## src/rtl/tdc_fine_reader.sv

```systemverilog
// Sequences the Start/Stop capture columns of the carry-chain fine stage, encodes both thermometer
// codes and counts coarse cycles between captures. Optional build macro: TDC_BUBBLE_FILTER_EN.
module tdc_fine_reader #(
    parameter int NUM = 12,
    parameter int CW  = 16,
    localparam int OW = $clog2(NUM + 1),
    localparam int IW = CW + OW + 1
) (
    input  logic          clk,
    input  logic          iRst,
    input  logic          iArm,
    input  logic [NUM-1:0] iFFStart,
    input  logic [NUM-1:0] iFFStop,
    output logic          oStartEnable,
    output logic          oStopEnable,
    output logic          oValid,
    input  logic          iReady,
    output logic [OW-1:0] oStartOnes,
    output logic [OW-1:0] oStopOnes,
    output logic [CW-1:0] oCoarse,
    output logic [IW-1:0] oInterval,
    output logic          oOverflow,
    output logic          oBusy
);

    typedef enum logic [2:0] {
        IDLE,
        START_FLUSH,
        ARM_START,
        WAIT_LOW,
        STOP_FLUSH,
        ARM_STOP,
        ENCODE,
        OUT
    } stateT;

    localparam logic [CW-1:0] COARSE_MAX = '1;

    stateT          state;
    stateT          stateNext;
    logic [NUM-1:0] startCode;
    logic [NUM-1:0] stopCode;
    logic [CW-1:0]  coarse;
    logic [CW-1:0]  coarseInc;
    logic           overflowFlag;
    logic [OW-1:0]  startOnes;
    logic [OW-1:0]  stopOnes;
    logic [IW-1:0]  intervalCalc;

    // Filtered build counts every set bit; plain build counts only the unbroken run from bit 0.
    function automatic logic [OW-1:0] onesCount(input logic [NUM-1:0] code);
        logic [OW-1:0] count;
        count = '0;
        for (int i = 0; i < NUM; i++) begin
`ifdef TDC_BUBBLE_FILTER_EN
            if (code[i]) count = count + OW'(1);
`else
            if (code[i] && (count == OW'(i))) count = count + OW'(1);
`endif
        end
        return count;
    endfunction

    assign coarseInc    = (coarse == COARSE_MAX) ? coarse : coarse + CW'(1);
    assign startOnes    = onesCount(startCode);
    assign stopOnes     = onesCount(stopCode);
    assign intervalCalc = IW'(coarse) * IW'(NUM) + IW'(startOnes) - IW'(stopOnes);

    always_ff @(posedge clk) begin
        if (iRst) state <= IDLE;
        else      state <= stateNext;
    end

    always_comb begin
        stateNext    = state;
        oStartEnable = 1'b0;
        oStopEnable  = 1'b0;
        oValid       = 1'b0;
        oBusy        = (state != IDLE);
        case (state)
            IDLE:        if (iArm) stateNext = START_FLUSH;
            START_FLUSH: begin
                oStartEnable = 1'b1;
                stateNext    = ARM_START;
            end
            ARM_START: begin
                oStartEnable = 1'b1;
                if (iFFStart != '0) stateNext = WAIT_LOW;
            end
            WAIT_LOW: begin
                oStartEnable = 1'b1;
                if (iFFStart == '0) stateNext = STOP_FLUSH;
            end
            STOP_FLUSH: begin
                oStopEnable = 1'b1;
                stateNext   = ARM_STOP;
            end
            ARM_STOP: begin
                oStopEnable = 1'b1;
                if ((iFFStop != '0) || (coarseInc == COARSE_MAX)) stateNext = ENCODE;
            end
            ENCODE:      stateNext = OUT;
            OUT: begin
                oValid = 1'b1;
                if (iReady) stateNext = IDLE;
            end
            default:     stateNext = IDLE;
        endcase
    end

    // A Stop hit on the saturating edge wins over overflow, so a genuine capture is never discarded.
    always_ff @(posedge clk) begin
        if (iRst) begin
            startCode    <= '0;
            stopCode     <= '0;
            coarse       <= '0;
            overflowFlag <= 1'b0;
            oStartOnes   <= '0;
            oStopOnes    <= '0;
            oCoarse      <= '0;
            oInterval    <= '0;
            oOverflow    <= 1'b0;
        end else begin
            case (state)
                ARM_START: begin
                    if (iFFStart != '0) begin
                        startCode    <= iFFStart;
                        coarse       <= '0;
                        overflowFlag <= 1'b0;
                    end
                end
                WAIT_LOW, STOP_FLUSH: coarse <= coarseInc;
                ARM_STOP: begin
                    coarse <= coarseInc;
                    if (iFFStop != '0) begin
                        stopCode <= iFFStop;
                    end else if (coarseInc == COARSE_MAX) begin
                        stopCode     <= '0;
                        overflowFlag <= 1'b1;
                    end
                end
                ENCODE: begin
                    oStartOnes <= startOnes;
                    oStopOnes  <= stopOnes;
                    oCoarse    <= coarse;
                    oInterval  <= intervalCalc;
                    oOverflow  <= overflowFlag;
                end
                default: ;
            endcase
        end
    end

endmodule

```

## config.mk

```make
export PLATFORM = sky130hd
export DESIGN_NAME = tdc_fine_reader
export DESIGN_NICKNAME = d
export VERILOG_FILES = /design/src/rtl/tdc_fine_reader.sv
export SDC_FILE = /design/constraint.sdc
export NUM_CORES = 1
export LEC_CHECK = 0
export ABC_AREA = 1
export BUFFER_PORTS_ARGS = -buffer_cell sky130_fd_sc_hd__buf_2
export CORE_ASPECT_RATIO = 1.5
export CORE_MARGIN = 2
export CORE_UTILIZATION = 66
export CTS_BUF_LIST = sky130_fd_sc_hd__clkbuf_2 sky130_fd_sc_hd__clkbuf_4 sky130_fd_sc_hd__clkbuf_8
export DETAILED_ROUTE_END_ITERATION = 16
export HOLD_SLACK_MARGIN = 0.15
export PLACE_DENSITY = 0.95
export SYNTH_ARGS = -nofsm -noshare
export SYNTH_HDL_FRONTEND = slang
export SYNTH_SLANG_ARGS = --single-unit
```

## constraint.sdc

```tcl
create_clock -name clk -period 20.5 [get_ports clk]
set_input_delay 4.1 -clock clk [delete_from_list [all_inputs] [get_ports clk]]
set_output_delay 4.1 -clock clk [all_outputs]
set_load 0.02 [all_outputs]
```

==> results.cfg <==
[sta]
slew_violations = 0
final_hold_viol_count = 0
period_needed_ns = 10.01
fin_hold_ws_ns = 0.476
period_share_pct = 48.8
maxSlewHeadroom_pct = 22.9
fin_setup_tns_ns = 0
rsz0062_at_grt = false
fmax_mhz = 99.9
tightestPinTransition_ns = 1.15
setup_viol_count_final = 0
fin_worst_skew_ns = 0.00710

[worst_hold_path]
min-delay-start = stopCode[7]$_SDFFE_PP0P_
hold_class = flip-flop to flip-flop
min_path_cells = 2
holdPathEnd = stopCode[7]$_SDFFE_PP0P_

[finish]
drive_above_1_share_pct = 17.5
final_nets = 1070
fillers = 736
area_growth_pct = 10.2
final_common_cell = nand2_1
multiInputGateArea_mm2 = 0.00414
antenna_cells = 0
layout_common_cells = nand2_1, inv_1, dfxtp_1
stdcell_count = 1097
ff_latch_area_mm2 = 0.00180

[setup_path]
cp.required_ns = 20.78
r2r_slack_ns = 10.49
r2r_start = startCode[1]$_SDFFE_PP0P_
r2r-end = oInterval[19]$_SDFFE_PP0P_
crit_path_start_kind = flip-flop
r2r_cells = 69
worst_path_most_repeated_cell = ha_1
critPathKind = flip-flop to flip-flop
cp_max_fo = 5
slowest_stage = fa_1
crit_arrival_ns = 10.29
slowest_delay_ns = 0.39
worst_setup_path_end_kind = flip-flop

[grt]
grt-ovfl-total = 0
antenna_found_initial = 0
grt_use_total_pct = 27.9
grt_pass1_vias = 5948
grt_max_degree = 65
grt_pass1_wl_um = 24900

[logic_synthesis]
netlist_area_mm2 = 0.00656
yosysWarningCount = 0
post_synth.cell_area_avg_um2 = 7.21
synth-seq-cells = 90
ys_types = 48
syn_inst = 910
synth_seq_area_share_pct = 27.5

[status]
status = finished clean

[floorplan]
die_h_um = 126
ios = 78
core_mm2 = 0.00969
rows = 44
die_area_mm2 = 0.0108
initial_utilization_pct = 67.7
die_w_um = 85.4

[clock_tree]
clock_latency_ns = 0.38
ctsRootBufferMaster = clkbuf_8
htreeDepth = 3
cts_tree = done
ctsLongestPathBuffers = 2
cts_resized = 0
numCtsBuffers = 9
postCtsSetupRepairBufs = 0
hold_buffers = 0
path_clk_slew_ns = 0.09
clock_sinks = 90

[routing]
drtIter0Drc = 308
drc = 0
viasPerCell = 5.66
postRouteAntennaNets = 0
via_count = 6205
wire_per_inst_um = 13.5
wl_um = 14800
dr.pass1.iters = 5

[placed_design]
dp_hpwl_um = 11100
port_buffers = 77
dp_cells = 1081
gp_congestion = 0.895

[pwr]
p_per_area_mw_per_mm2 = 59.5
leakagePower_nw = 3.71
irDropWorstVdd_v = 0.0000703

[job]
drv_cap = 0
## how the worst max path moves through the flow
stage	slack, ns	to	startpoint
2_1_floorplan	11.51	oInterval[19]$_SDFFE_PP0P_	startCode[1]$_SDFFE_PP0P_
3_3_place_gp	11.16	oInterval[19]$_SDFFE_PP0P_	startCode[1]$_SDFFE_PP0P_
3_5_place_dp	10.73	oInterval[19]$_SDFFE_PP0P_	startCode[1]$_SDFFE_PP0P_
4_1_cts	10.57	oInterval[19]$_SDFFE_PP0P_	startCode[1]$_SDFFE_PP0P_
5_1_grt	9.65	oInterval[19]$_SDFFE_PP0P_	startCode[1]$_SDFFE_PP0P_
6_report	10.49	oInterval[19]$_SDFFE_PP0P_	startCode[1]$_SDFFE_PP0P_
## cells in the mapped netlist, drive strengths merged
| library cell | n | area (um2) |
|---|---|---|
| buf | 1 | 5.00 |
| conb | 1 | 3.75 |
| xnor2 | 17 | 149 |
| o31a | 1 | 8.76 |
| and2 | 3 | 18.8 |
| nand3b | 1 | 7.51 |
| ha | 61 | 763 |
| inv | 135 | 509 |
| or2 | 2 | 12.5 |
| clkinv | 5 | 23.8 |
| fa | 4 | 80.1 |
| a31oi | 2 | 12.5 |
| o21a | 3 | 22.5 |
| o21bai | 15 | 113 |
| and3 | 3 | 18.8 |
| nor2 | 95 | 455 |
| a211oi | 2 | 15.0 |
| a21o | 3 | 22.5 |
| nor4 | 7 | 43.8 |
| a21oi | 84 | 447 |
| clkbuf | 23 | 86.3 |
| a21boi | 1 | 11.3 |
| o21ai | 76 | 392 |
| nand4 | 16 | 136 |
| nor3 | 3 | 15.0 |
| dfxtp | 90 | 1800 |
| o32ai | 1 | 8.76 |
| xor2 | 29 | 254 |
| o211ai | 5 | 37.5 |
| nand3 | 47 | 335 |
| o221ai | 3 | 26.3 |
| nand2 | 171 | 722 |
## power by group
part	leakage (nW)	internal [mW]	switching [mW]
Combinational	2.88	0.0400	0.0721
Sequential	0.727	0.182	0.00545
Clock	0.0999	0.0586	0.0719
Total	3.71	0.281	0.150
## sequential cells by signal, indices dropped and copies added, names as in the netlist
register	count
state	3
overflowFlag	1
oStartOnes	4
startCode	12
oCoarse	16
stopCode	12
oOverflow	1
oInterval	21
oStopOnes	4
coarse	16
## per-stage QoR
step / power (mW) / area [um2] / setup WS, ns / util (%)
finish: 0.430 / 7230 / 10.49 / 74.6
floorplan: 0.277 / 6560 / 11.51 / -
global placement: 0.299 / 7020 / 11.16 / 72.4
CTS: 0.430 / 7230 / 10.57 / 74.6
global route: 0.450 / 7230 / 9.65 / 74.6
detailed placement: 0.302 / 7020 / 10.73 / 72.4
## critical path: cells and delay by family (launching register included)
kind | cells | cell delay (ns)
and+or+nand+nor | 31 | 3.33
adders and majority gates | 13 | 2.92
AOI/OAI and AO/OA | 10 | 1.84
buffers and inverters | 13 | 1.04
xor gates and xnor gates | 2 | 0.40
DFF | 1 | 0.38
## metal layers
| layer | GRT usage, % | vias up | part of all wire, % |
|---|---|---|---|
| met4 | 11.5 | 0 | 3.1 |
| met1 | 28.1 | 2851 | 37 |
| met2 | 54.3 | 201 | 55 |
| met5 | 0 | - | 0 |
| li1 | - | 3099 | - |
| met3 | 5.18 | 54 | 4.9 |
## cell type report
| type | count | share of cell area (%) |
|---|---|---|
| tap | 115 | 1.99 |
| multi-input combinational | 657 | 57.3 |
| clock buffer | 9 | 1.71 |
| clock inverter | 7 | 1.18 |
| sequential | 90 | 24.9 |
| inverter | 140 | 7.37 |
| timing repair buffer | 79 | 5.54 |
## cell families after synthesis
family / count (synthesis) / share of synthesized area [%]
xor+xnor: 46 / 6.14
simple gates: 348 / 26.9
flops: 90 / 27.5
buf+inv: 164 / 9.52
other cells: 1 / 0.0572
fa+ha+maj: 65 / 12.9
compound gates: 196 / 17.0
(Power assumes the default switching activity.)
